==> src/rtl/polar_dec_sequencer_if.sv <==
// Control bundle between the leaf sequencer and its neighbours: the decoder FSM
// (start/abort/mask), the LLR tree (leafReq/llrValid) and the decision stage.
interface polar_dec_sequencer_if #(
    parameter int N    = 32,
    parameter int LOGN = 5
);
    logic            start;
    logic            abort;
    logic [N-1:0]    frznMask;
    logic            llrValid;
    logic [LOGN-1:0] leafIdx;
    logic            leafReq;
    logic            F;
    logic            makeDec;
    logic            copyEn;
    logic            rstMetrics;
    logic            pathCnt;
    logic            busy;
    logic            done;
    logic [LOGN:0]   infoCnt;

    modport master (
        output start, abort, frznMask, llrValid,
        input  leafIdx, leafReq, F, makeDec, copyEn, rstMetrics, pathCnt,
               busy, done, infoCnt
    );

    modport slave (
        input  start, abort, frznMask, llrValid,
        output leafIdx, leafReq, F, makeDec, copyEn, rstMetrics, pathCnt,
               busy, done, infoCnt
    );
endinterface

==> src/rtl/polar_dec_sequencer.sv <==
// Leaf-level sequencer for a list-2 SC polar decoder: steps through leaves
// 0..N-1, pacing each off llrValid and waiting out the decision latency.
module polar_dec_sequencer #(
    parameter int N       = 32,
    parameter int LOGN    = 5,
    parameter int DEC_LAT = 3
) (
    input  logic                    clk,
    input  logic                    reset,
    input  logic                    enb,
    polar_dec_sequencer_if.slave    bus
);
    localparam int CW = (DEC_LAT > 1) ? $clog2(DEC_LAT) : 1;

    typedef enum logic [2:0] {
        S_IDLE   = 3'd0,
        S_CLR    = 3'd1,
        S_REQ    = 3'd2,
        S_DEC    = 3'd3,
        S_SETTLE = 3'd4,
        S_FIN    = 3'd5
    } state_t;

    state_t          state_q;
    logic [N-1:0]    mask_q;
    logic [LOGN-1:0] leaf_q;
    logic [LOGN:0]   info_q;
    logic [CW-1:0]   cnt_q;
    logic            leaf_req_q;
    logic            f_q;
    logic            make_dec_q;
    logic            copy_en_q;
    logic            rst_metrics_q;
    logic            path_cnt_q;
    logic            busy_q;
    logic            done_q;

    logic [LOGN-1:0] leaf_nxt_d;
    logic            last_leaf_s;

    assign leaf_nxt_d  = leaf_q + LOGN'(1);
    assign last_leaf_s = (leaf_q == LOGN'(N - 1));

    // Sequencer FSM; every output is a register updated here.
    always_ff @(posedge clk) begin
        if (reset) begin
            state_q       <= S_IDLE;
            mask_q        <= '0;
            leaf_q        <= '0;
            info_q        <= '0;
            cnt_q         <= '0;
            leaf_req_q    <= 1'b0;
            f_q           <= 1'b0;
            make_dec_q    <= 1'b0;
            copy_en_q     <= 1'b0;
            rst_metrics_q <= 1'b0;
            path_cnt_q    <= 1'b0;
            busy_q        <= 1'b0;
            done_q        <= 1'b0;
        end else if (enb) begin
            if (bus.abort) begin
                // The latched mask survives an abort; everything else clears.
                state_q       <= S_IDLE;
                leaf_q        <= '0;
                info_q        <= '0;
                cnt_q         <= '0;
                leaf_req_q    <= 1'b0;
                f_q           <= 1'b0;
                make_dec_q    <= 1'b0;
                copy_en_q     <= 1'b0;
                rst_metrics_q <= 1'b0;
                path_cnt_q    <= 1'b0;
                busy_q        <= 1'b0;
                done_q        <= 1'b0;
            end else begin
                make_dec_q    <= 1'b0;
                copy_en_q     <= 1'b0;
                rst_metrics_q <= 1'b0;
                done_q        <= 1'b0;
                case (state_q)
                    S_IDLE: begin
                        if (bus.start) begin
                            mask_q        <= bus.frznMask;
                            leaf_q        <= '0;
                            info_q        <= '0;
                            path_cnt_q    <= 1'b0;
                            busy_q        <= 1'b1;
                            rst_metrics_q <= 1'b1;
                            state_q       <= S_CLR;
                        end else begin
                            state_q <= S_IDLE;
                        end
                    end
                    S_CLR: begin
                        leaf_req_q <= 1'b1;
                        f_q        <= ~mask_q[leaf_q];
                        state_q    <= S_REQ;
                    end
                    S_REQ: begin
                        if (bus.llrValid) begin
                            leaf_req_q <= 1'b0;
                            make_dec_q <= 1'b1;
                            copy_en_q  <= f_q & path_cnt_q;
                            info_q     <= f_q ? (info_q + (LOGN + 1)'(1)) : info_q;
                            state_q    <= S_DEC;
                        end else begin
                            state_q <= S_REQ;
                        end
                    end
                    S_DEC: begin
                        cnt_q   <= CW'(DEC_LAT - 1);
                        state_q <= S_SETTLE;
                    end
                    S_SETTLE: begin
                        if (cnt_q == '0) begin
                            // First info bit splits the single path into two.
                            path_cnt_q <= path_cnt_q | f_q;
                            if (last_leaf_s) begin
                                done_q  <= 1'b1;
                                state_q <= S_FIN;
                            end else begin
                                leaf_q     <= leaf_nxt_d;
                                f_q        <= ~mask_q[leaf_nxt_d];
                                leaf_req_q <= 1'b1;
                                state_q    <= S_REQ;
                            end
                        end else begin
                            cnt_q <= cnt_q - CW'(1);
                        end
                    end
                    S_FIN: begin
                        busy_q  <= 1'b0;
                        state_q <= S_IDLE;
                    end
                    default: begin
                        state_q <= S_IDLE;
                    end
                endcase
            end
        end else begin
            state_q <= state_q;
        end
    end

    assign bus.leafIdx    = leaf_q;
    assign bus.leafReq    = leaf_req_q;
    assign bus.F          = f_q;
    assign bus.makeDec    = make_dec_q;
    assign bus.copyEn     = copy_en_q;
    assign bus.rstMetrics = rst_metrics_q;
    assign bus.pathCnt    = path_cnt_q;
    assign bus.busy       = busy_q;
    assign bus.done       = done_q;
    assign bus.infoCnt    = info_q;
endmodule
==> src/flat_wrapper.sv <==
// flat-port wrapper written by rule: the top's interface ports become plain ports
module polar_dec_sequencer_flat 
#(
    parameter int N       = 32,
    parameter int LOGN    = 5,
    parameter int DEC_LAT = 3
)
  (clk, reset, enb, bus_start, bus_abort, bus_frznMask, bus_llrValid, bus_leafIdx, bus_leafReq, bus_F, bus_makeDec, bus_copyEn, bus_rstMetrics, bus_pathCnt, bus_busy, bus_done, bus_infoCnt);
  polar_dec_sequencer_if #(.N(N), .LOGN(LOGN)) bus_i ();
  input  logic clk;
  input  logic reset;
  input  logic enb;
  input wire logic [$bits(bus_i.start)-1:0] bus_start;
  input wire logic [$bits(bus_i.abort)-1:0] bus_abort;
  input wire logic [$bits(bus_i.frznMask)-1:0] bus_frznMask;
  input wire logic [$bits(bus_i.llrValid)-1:0] bus_llrValid;
  output wire logic [$bits(bus_i.leafIdx)-1:0] bus_leafIdx;
  output wire logic [$bits(bus_i.leafReq)-1:0] bus_leafReq;
  output wire logic [$bits(bus_i.F)-1:0] bus_F;
  output wire logic [$bits(bus_i.makeDec)-1:0] bus_makeDec;
  output wire logic [$bits(bus_i.copyEn)-1:0] bus_copyEn;
  output wire logic [$bits(bus_i.rstMetrics)-1:0] bus_rstMetrics;
  output wire logic [$bits(bus_i.pathCnt)-1:0] bus_pathCnt;
  output wire logic [$bits(bus_i.busy)-1:0] bus_busy;
  output wire logic [$bits(bus_i.done)-1:0] bus_done;
  output wire logic [$bits(bus_i.infoCnt)-1:0] bus_infoCnt;
  assign bus_i.start = bus_start;
  assign bus_i.abort = bus_abort;
  assign bus_i.frznMask = bus_frznMask;
  assign bus_i.llrValid = bus_llrValid;
  assign bus_leafIdx = bus_i.leafIdx;
  assign bus_leafReq = bus_i.leafReq;
  assign bus_F = bus_i.F;
  assign bus_makeDec = bus_i.makeDec;
  assign bus_copyEn = bus_i.copyEn;
  assign bus_rstMetrics = bus_i.rstMetrics;
  assign bus_pathCnt = bus_i.pathCnt;
  assign bus_busy = bus_i.busy;
  assign bus_done = bus_i.done;
  assign bus_infoCnt = bus_i.infoCnt;
  polar_dec_sequencer #(.N(N), .LOGN(LOGN), .DEC_LAT(DEC_LAT)) u_core (.clk(clk), .reset(reset), .enb(enb), .bus(bus_i));
endmodule
==> config.mk <==
export PLATFORM = sky130hd
export DESIGN_NAME = polar_dec_sequencer_flat
export DESIGN_NICKNAME = d
export VERILOG_FILES = /design/src/rtl/polar_dec_sequencer_if.sv /design/src/rtl/polar_dec_sequencer.sv /design/src/flat_wrapper.sv
export SDC_FILE = /design/constraint.sdc
export NUM_CORES = 1
export LEC_CHECK = 0
export BUFFER_PORTS_ARGS = -buffer_cell sky130_fd_sc_hd__buf_2
export CAP_MARGIN = 20
export CORE_MARGIN = 2
export CORE_UTILIZATION = 45
export DETAILED_ROUTE_END_ITERATION = 8
export HOLD_SLACK_MARGIN = 0.08
export PLACE_DENSITY = 0.74
export SETUP_SLACK_MARGIN = 0.15
export SYNTH_ARGS = -nofsm -noshare
export SYNTH_HDL_FRONTEND = slang
export SYNTH_SLANG_ARGS = --single-unit
==> constraint.sdc <==
create_clock -name clk -period 4 [get_ports clk]
set_clock_uncertainty 0.2 [all_clocks]
set_input_delay 0 -clock clk [delete_from_list [all_inputs] [get_ports clk]]
set_output_delay 0 -clock clk [all_outputs]
set_load 0.01 [all_outputs]
==> impl_results.md, run 1 <==
- Outcome: complete, but fails checks
- Failing checks: design-rule violations
- Die H: approximately 86 um
- Gr busiest metal: met2
- CP required: 4030 ps
- Maxcap violations: 0
- Crit path kind: flop to flop
- GR Layer Usage met1: 0.2689
- Core area: roughly 6400 um^2
- Final hold vios: 0
- Buffers on Ports: between 50 and 60
- DR DRC count: 5
- Final WL: around 7500 um
- Seq/Total Area, Yosys: 0.3727
- Initial Util: 0.4683
- Root buf cell: clkbuf_8
- Clock Path Buffers: 2
- Critical Path Start: u_core.bus.leafIdx[0]
- Net Count, Synth: roughly 430
- Die width: roughly 86 um
- Critical path fanouts, max: 23
- FILL cells: 600
- Gr ovfl total: 0
- IO Count: between 50 and 60
- Max incr delay on CP: between 800 and 900 ps
- Cell Rows: 29
- VDD IR max: about 0.18 mV
- Reg clk slew, reported paths: ~110 ps
- Async S/R FF share, synth: 0
- EDFF count, synth: 0
- Leak: 1.422 nW
- Most frequent cells in the layout: 85 x nand2_1, 56 x buf_2, 56 x dfxtp_1
- Seq cells post-synth: 56
- R2r startpoint: u_core.bus.leafIdx[0]
- Slew Viols, Final: 0
- Most common cell after layout, fill and taps aside: nand2_1
- Synth Cell Area: about 3000 um^2
- RePlAce Congestion: between 0.8 and 0.9
- Compound-Gate Fraction of Synth Area: 0.1909
- Top delay family on crit path: adder cells
- Cells after Synth: about 390
- Nets: just over 500
- Final setup violation count: 0
- Synth cell types: 47
- Clk sinks: 56
- Die area: ~7400 um^2
- Post-DRT Antenna Nets: 0
- Skew-Pair Late Insertion Delay: between 300 and 400 ps
- CP bufs+invs: 0
- Inserted Clock Buffers: 5
- Number of global-route vias before repair: around 2900
- Antenna diodes: 0
- Main combinational cell family by area after synthesis: simple AND/OR/NAND/NOR gates
- Drt via density: between 5 and 6
- Via Count: between 2000 and 3000
- Slew of the pin with the lowest slew margin: just over 1000 ps
- Post-route minimum period: ~2800 ps
- Post-synthesis xor/xnor area fraction: 0.02621
- Total power: roughly 1.0 mW
- Setup TNS: 0 ps
- Cell Chain, Critical Path: ha_1 > mux2i_1 > nand3_1 > nand4_1 > a311oi_1 > a31oi_1 > a41o_1
- Simple-Gate Fraction of Synth Area: 0.2433
- Iteration count of the initial detailed-routing pass: 8
- CP max-delay cell: ha_1
- Layout Area Growth over Synthesis: 25.12%
- GRT Total Usage: 0.2110
- Initial antenna violation count: 0
- Avg WL per Cell: around 14 um
- Synth Area in Adders: 0.02080
- Proportion of synthesized area in mux cells: 0.09817
- Largest net degree at the start of global routing: 53
- Nature of the critical path endpoint: flop
- F_max: approximately 360 MHz
- Post-CTS sizing: 0
- Beginning of the worst hold path: reset
- First-pass GRT wire length: 12910 um
- Final period util: 0.7005
- CP arrival: ~2800 ps
- Synth warn: 0
- Hold Crit Class: primary input to flop
- Met3 Usage GRT: 0.03176
- Share of cells above drive strength 1: 0.1616
- Ys flop type: dfxtp_1
- Initial DRC Count: approximately 190
- DP Area: 3278 um^2
- Pwr dens: 278.6 nW/um^2
- Detailed Place HPWL: 4936 um
- CP startpoint kind: flop
- H-tree depth: 2
- Post-CTS setup buffers: 0
- Finished Cell Area: approximately 3800 um^2
- CTS tree: yes
- Met2 Use GR: 0.3736
- Synthesized area per cell: about 7.8 um^2
- Cts hold-fix bufs: 38
- RSZ-0062 raised after global routing: no
- Worst relative slew slack: 0.3076
where the power goes:
part	internal, mW	switching [mW]
Clock	0.125	0.191
Combinational	0.0721	0.0716
Sequential	0.573	0.0169
sequential cells by signal, summed over array words and instances, names as in the netlist:
register               cells
u_core.bus.done            1
u_core.state_q             3
u_core.bus.F               1
u_core.mask_q             32
u_core.cnt_q               2
u_core.bus.copyEn          1
u_core.bus.pathCnt         1
u_core.bus.busy            1
u_core.bus.leafIdx         5
u_core.bus.makeDec         1
u_core.bus.leafReq         1
u_core.bus.rstMetrics      1
u_core.bus.infoCnt         6
metrics by stage:
step	std cells	hold WS (ps)	worst slack, ps	util
finish	541	107.2	1198	0.5860
global route	541	151.3	964.3	0.5860
detailed placement	494	44.92	1256	0.5104
CTS	540	105.4	1256	0.5837
global placement	494	40.74	1349	0.5104
floorplan	385	-103.4	1628	-
final cells by class:
type	count	area [um^2]	area share
multi-input cells	296	1743	0.4631
repair buffers	96	683.2	0.1815
clock buffers	5	68.82	0.01828
clock inverters	3	21.27	0.005652
inverters	8	30.03	0.007979
flip-flops and latches	56	1121	0.2979
well taps	77	96.34	0.02560
cell usage after synthesis (2+ instances only):
cell,instances,area (um^2)
nand2_1,85,319.1
dfxtp_1,56,1121
a21oi_1,47,235.2
nor2_1,28,105.1
mux2i_1,25,250.2
clkbuf_1,15,56.30
nand3_1,12,60.06
nor2b_1,11,68.82
a31oi_1,9,56.30
o21ai_0,9,45.04
buf_2,7,35.03
inv_1,6,22.52
a2111oi_0,5,43.79
a22oi_1,5,37.54
ha_1,5,62.56
xor2_1,5,43.79
a211oi_1,4,30.03
nand4_1,4,25.02
nor3_1,4,20.02
xnor2_1,4,35.03
buf_4,3,22.52
nand2b_1,3,18.77
a21o_1,2,15.01
and3_1,2,12.51
inv_2,2,7.510
mux4_2,2,45.04
nor3b_1,2,15.01
nor4_1,2,12.51
o2111ai_1,2,17.52
or3_1,2,12.51
final timing paths:
kind,slack (ps),endpoint,depth (start not counted)
min reg2reg,280,u_core.mask_q[27],2
max,1200,u_core.bus.F,7
max reg2reg,1200,u_core.bus.F,7
min,110,u_core.bus.leafIdx[3],2
metal layers:
layer / share of wire / routed length (um)
met1: 0.45 / 3330
met2: 0.50 / 3723
met3: 0.040 / 297
met4: 0.014 / 103
met5: 0 / 0
cells by family after synthesis:
logic type | Yosys count
AOI/OAI and AO/OA | 93
adders and majority gates | 5
muxes | 27
DFF | 56
buffers and inverters | 33
and+or+nand+nor | 162
xor gates and xnor gates | 9
No activity file was read; power rests on OpenSTA's default activity.
==> run 2, diff against run 1 <==
ABC_AREA = 1   (was default)
PLACE_DENSITY = 0.76   (was 0.74)
clock period = 2.4 ns   (was 4 ns; I/O delays follow)
==> run 2 against run 1 <==
  * The run now ends clean
  * Die area grew 1.5%
  * Maximum frequency grew 33%
  * Synthesized cell count grew 18%
  * Utilization grew 0.24 points
  * Critical path depth shrank 1
  * Wire length grew 6.7%
  * Final area grew 4.5%
  * Total power grew 110%
  * First-iteration DRC count grew 24%
  * Hold slack gained 160 ps
  * Via count grew 10%
==> impl_results.md, run 2 <==
- Nets: slightly below 600
- Nature of the critical path endpoint: flop
- FILL cells: about 630
- Worst relative slew slack: 0.6241
- Initial antenna violation count: 0
- Core area: between 6000 and 7000 um^2
- Synth Cell Area: between 3000 and 4000 um^2
- Layout Area Growth over Synthesis: 28.61%
- Async S/R FF share, synth: 0
- Share of cells above drive strength 1: 0.1808
- Die width: 86.42 um
- Net Count, Synth: ~500
- Most flops, register: u_core.mask_q
- Most common cell after layout, fill and taps aside: nand2_1
- Share of the synthesized area in the top cell type: 0.3668
- EDFF count, synth: 0
- Die area: between 7000 and 8000 um^2
- VDD IR max: a little under 0.3 mV
- Critical path fanouts, max: 11
- Final period util: 0.8748
- F_max: roughly 480 MHz
- Skew-Pair Late Insertion Delay: approximately 310 ps
- Clock Path Buffers: 2
- Final setup violation count: 0
- Cell Rows: 30
- GRT Total Usage: 0.2219
- RSZ-0062 raised after global routing: no
- Gr ovfl total: 0
- Reg2reg end: u_core.bus.done
- Fin util: 0.5884
- Via Count: 3253
- Ys flop type: dfxtp_1
- H-tree depth: 2
- Post-DRT Antenna Nets: 0
- CP required: roughly 2500 ps
- Cells after Synth: 454
- Largest net degree at the start of global routing: 34
- Largest cells by area after synthesis: dfxtp_1 37%, nand3_1 9.8%, nand2_1 9.7%
- Initial Util: 0.4575
- Clock share of power: 0.313
- Storage cell area: ~1100 um^2
- R2r startpoint: u_core.bus.leafIdx[2]
- Number of global-route vias before repair: about 3100
- Biggest area consumer among synthesized cells: dfxtp_1
- Leak: ~1.7 nW
- Synth cell types: 33
- Seq/Total Area, Yosys: 0.3668
- CTS tree: yes
- Worst reg2reg setup slack: ~300 ps
- Seq cells post-synth: 56
- Final hold vios: 0
- Setup TNS: 0 ps
- Top-count cell post-synth: nand2_1
- Slew of the pin with the lowest slew margin: around 560 ps
- Root buf cell: clkbuf_8
- Slew Viols, Final: 0
- Synthesized area per cell: 6.733 um^2
- Most frequent cells in the layout: 79 x nand2_1, 60 x nand3_1, 58 x inv_1
- Synth warn: 0
- IO Count: 57
- Worst r2r path cells: 6
- Final WL: slightly below 8000 um
- Hold Crit Class: primary input to flop
- Detailed Place HPWL: 5502 um
- Hold path cells: 4
- RePlAce Congestion: between 0.9 and 1
- P_sw: between 0.6 and 0.7 mW
- Buffers on Ports: 56
- Reg clk slew, reported paths: around 100 ps
- Inserted Clock Buffers: 5
- Comb pwr share: 0.222
- Maxcap violations: 0
- Drt via density: around 5.2
- Initial DRC Count: roughly 230
- Beginning of the worst hold path: bus_frznMask[17]
- Multi-input gate area: about 1600 um^2
- CP arrival: roughly 2200 ps
- Hold EP: u_core.mask_q[17]
- CP startpoint kind: flop
- Outcome: finished clean
- Post-route minimum period: approximately 2100 ps
- Antenna diodes: 0
- Pint: between 1.5 and 2 mW
- DR DRC count: 0
- First-pass GRT wire length: approximately 14000 um
- Crit path kind: flop to flop
- Synth top cells by count: 79 x nand2_1, 60 x nand3_1, 58 x inv_1, 56 x a21oi_1, 56 x dfxtp_1
- Sw frac: 0.2855
- Pwr dens: 548.6 nW/um^2
- Clk sinks: 56
- Avg WL per Cell: about 13 um
- Iteration count of the initial detailed-routing pass: 4
- Power share of the sequential group: 0.465
- Die H: about 86 um
- Largest register FFs: 32
==> run 2: cell types whose count changed in the layout (fill, tap and decap cells not counted), moves of 6 or more <==
cell      previous run  this run
inv_1                6        58
nand3_1             12        60
mux2i_1             25         0
o21ai_1              0        23
o21ai_0              9        24
nor2b_1             11         0
a21oi_1             47        56
a31oi_1              9         0
nand2_1             85        79
nand2_2              0         6
nor2_1              28        22
o211ai_1             1         7
==> run 2: layout make-up <==
cell class	count	share of cell area
inverters	65	0.06334
flip-flops and latches	56	0.2852
well taps	80	0.02546
repair buffers	102	0.1897
multi-input cells	311	0.4042
clock inverters	1	0.007638
clock buffers	7	0.02451
==> run 2: cells by family (layout without fill, tap and decap cells) <==
| kind of cell | count (synthesis) | in the layout | share of synthesized area |
|---|---|---|---|
| buffers and inverters | 87 | 175 | 0.1134 |
| AOI/OAI and AO/OA | 115 | 115 | 0.2006 |
| and+or+nand+nor | 189 | 189 | 0.2931 |
| DFF | 56 | 56 | 0.3668 |
| adders and majority gates | 5 | 5 | 0.02047 |
| xor gates and xnor gates | 2 | 2 | 0.005732 |
==> run 2: routing by layer <==
layer	GRT usage	wire, um
met5	0	0
met4	0.07244	167
met3	0.03810	409
met2	0.3720	3768
met1	0.2900	3609
==> run 2: timing repair <==
action / 4_1_cts / 5_1_grt
endpoints found under the setup margin: 0 / 7
hold endpoints to repair: 53 / 0
hold buffers: 38 / 0
resized for setup: 0 / 2
buffers inserted: 0 / 0
==> run 2: power groups by stage <==
stage / sequential, mW / combinational [mW] / clock, mW
after floorplan: 1.02 / 0.299 / 0
after global placement: 1.02 / 0.419 / 0
after detailed placement: 1.02 / 0.429 / 0
after CTS: 1.00 / 0.476 / 0.688
after global routing: 1.01 / 0.545 / 0.730
final: 1.00 / 0.479 / 0.675
==> run 2: worst max-delay path: stages (launching register included) <==
cell           delay, ps
dfxtp_1              610
nand2_1               90
nor2_1               160
ha_1                 200
nand4_1              100
dlygate4sd3_1        570
a21oi_1              120
==> run 2: metrics by stage <==
stage | cell area (um^2) | instances | total power [mW] | worst slack, ps | hold WS [ps]
detailed placement | 3422 | 576 | 1.451 | 296.8 | 48.59
finish | 3931 | 622 | 2.157 | 300.4 | 262.9
global route | 3931 | 622 | 2.283 | 166.6 | 271.2
global placement | 3422 | 576 | 1.440 | 367.5 | 33.15
floorplan | 3057 | 454 | 1.319 | 539.2 | -127.0
CTS | 3929 | 622 | 2.166 | 286.5 | 271.8
==> run 2: worst max-delay path by stage <==
stage                     startpoint               end  slack [ps]  cells after the start
6_report       u_core.bus.leafIdx[2]   u_core.bus.done         300                      6
3_5_place_dp       u_core.state_q[0]  u_core.mask_q[6]         300                     11
3_3_place_gp       u_core.state_q[0]  u_core.mask_q[6]         370                     11
4_1_cts            u_core.state_q[0]  u_core.mask_q[6]         290                     11
5_1_grt        u_core.bus.leafIdx[2]   u_core.bus.done         170                      6
2_1_floorplan  u_core.bus.leafIdx[1]      u_core.bus.F         540                     10
==> run 3, diff against run 2 <==
ABC_AREA = default   (was 1)
PLACE_DENSITY = 0.77   (was 0.76)
==> run 3 against run 2 <==
  * The flow now finishes with violations (design-rule violations)
  * Clock-buffer cell count is 2 lower
  * Cell count decreased by 11%
  * Combinational power decreased by 46%
  * Wire length is 2.9% lower
  * Global-route usage about the same
  * Register-to-register slack worse by 100 ps
  * Sequential power hardly changed
  * Final area shrank 0.80%
  * Setup slack got worse by 100 ps
  * Hold slack worse by 7.6 ps
  * Sequential cell count unchanged
  * Critical endpoint is now u_core.bus.leafIdx[2]
  * Highest routed layer unchanged
==> impl_results.md, run 3 (same netlist as run 1, synthesis figures left out) <==
- Outcome: complete, but fails checks
- Failing checks: design-rule violations
- IO Count: 57
- Number of global-route vias before repair: between 2000 and 3000
- Skew-Pair Late Insertion Delay: ~320 ps
- Iteration count of the initial detailed-routing pass: 9
- Nets: 517
- Maxcap violations: 0
- Post-DRT Antenna Nets: 0
- Leak: 1.486 nW
- Avg WL per Cell: around 14 um
- H-tree depth: 2
- Core area: around 6400 um^2
- Layout Area Growth over Synthesis: 29.66%
- Initial antenna violation count: 0
- Cell Rows: 29
- Hold Crit Class: primary input to flop
- Detailed Place HPWL: 5244 um
- Reg clk slew, reported paths: 100 ps
- R2r startpoint: u_core.bus.leafIdx[0]
- Clk sinks: 56
- CP max-delay cell: or4_1
- Pwr dens: ~450 nW/um^2
- Via Count: 3032
- Slew Viols, Final: 0
- Total power: between 1.5 and 2 mW
- Slew of the pin with the lowest slew margin: 562.0 ps
- Layout Cells excl Fill: about 550
- CP arrival: 2250 ps
- Met2 Use GR: 0.3814
- DP Worst Slack: ~160 ps
- Critical Path Start: u_core.bus.leafIdx[0]
- CP startpoint kind: flop
- CTS tree: yes
- Max incr delay on CP: just over 500 ps
- Largest net degree at the start of global routing: 34
- Crit path kind: flop to flop
- Post-CTS setup buffers: 0
- Antenna diodes: 0
- Die H: around 86 um
- Finished Cell Area: a little under 4000 um^2
- Share of cells above drive strength 1: 0.2000
- Inst Count DP: 505
- First-pass GRT wire length: about 13000 um
- Final setup violation count: 0
- Final period util: 0.9166
- FILL cells: 551
- GRT Total Usage: 0.2217
- Most common cell after layout, fill and taps aside: nand2_1
- Setup TNS: 0 ps
- VDD IR max: 0.2267 mV
- Most flops, register: u_core.mask_q
- Gr busiest metal: met2
- Root buf cell: clkbuf_8
- Most frequent cells in the layout: 85 x nand2_1, 56 x buf_2, 52 x dfxtp_1
- Critical path fanouts, max: 10
- Final hold vios: 0
- CP bufs+invs: 0
- Die width: roughly 86 um
- GR Layer Usage met1: 0.2858
- DP Area: 3391 um^2
- Drt via density: 5.493
- Buffers on Ports: 56
- Initial DRC Count: 317
- CP required: between 2000 and 2500 ps
- Gr ovfl total: 0
- Final WL: 7723 um
- RePlAce Congestion: ~0.93
- Initial Util: 0.4683
- Die area: roughly 7400 um^2
- Met3 Usage GRT: 0.02984
- Largest register FFs: 32
- Post-route minimum period: around 2200 ps
- Inserted Clock Buffers: 5
- Nature of the critical path endpoint: flop
- Top delay family on crit path: simple AND/OR/NAND/NOR gates
- Cell Chain, Critical Path: ha_4 > and3_4 > ha_1 > nand2b_4 > a21oi_4 > o21ai_4 > or4_1 > a21oi_2
- Worst relative slew slack: 0.6157
- RSZ-0062 raised after global routing: yes
- Clock Path Buffers: 2
- F_max: about 450 MHz
- Beginning of the worst hold path: bus_frznMask[1]
- Final worst setup slack: approximately 200 ps
- DR DRC count: 4
## run 3: cell type report
| cell class | instances | area, um^2 | area share |
|---|---|---|---|
| clock buffers | 5 | 68.82 | 0.01765 |
| clock inverters | 3 | 22.52 | 0.005775 |
| inverters | 8 | 30.03 | 0.007700 |
| multi-input cells | 296 | 1795 | 0.4604 |
| flip-flops and latches | 56 | 1126 | 0.2887 |
| well taps | 77 | 96.34 | 0.02470 |
| repair buffers | 107 | 760.7 | 0.1951 |
## run 3: path summary, 6_finish.rpt
kind | endpoint | slack [ps] | cells after the start
worst max-delay path | u_core.bus.leafIdx[2] | 200 | 8
worst min-delay path | u_core.mask_q[1] | 260 | 4
worst max register to register | u_core.bus.leafIdx[2] | 200 | 8
worst min register to register | u_core.bus.makeDec | 270 | 2
## run 3: layer usage
layer	wire length, um	up-vias
met1	3386	1397
met4	169	0
li1	-	1529
met5	0	-
met3	331	17
met2	3835	89
## run 3: metrics by stage
step                  util  hold slack (ps)
floorplan                -           -103.4
global placement    0.5280            40.27
detailed placement  0.5280            47.27
CTS                 0.6037            247.3
global route        0.6072            273.1
finish              0.6072            255.2
## run 3: power by group
group / switching [mW] / internal [mW]
combinational: 0.132 / 0.129
clock: 0.320 / 0.210
sequential: 0.0235 / 0.954
## run 3: worst min-delay path, cell delays in order
cell           delay, ps
dlygate4sd3_1        520
buf_2                120
nand2_1               40
a21oi_1               50
## run 3: what timing repair did
item / 4_1_cts / 5_1_grt
hold buffers: 39 / 0
setup endpoints to repair: 1 / 28
gates resized for setup: 1 / 6
pin swaps: 0 / 1
endpoints found under the hold margin: 49 / 0
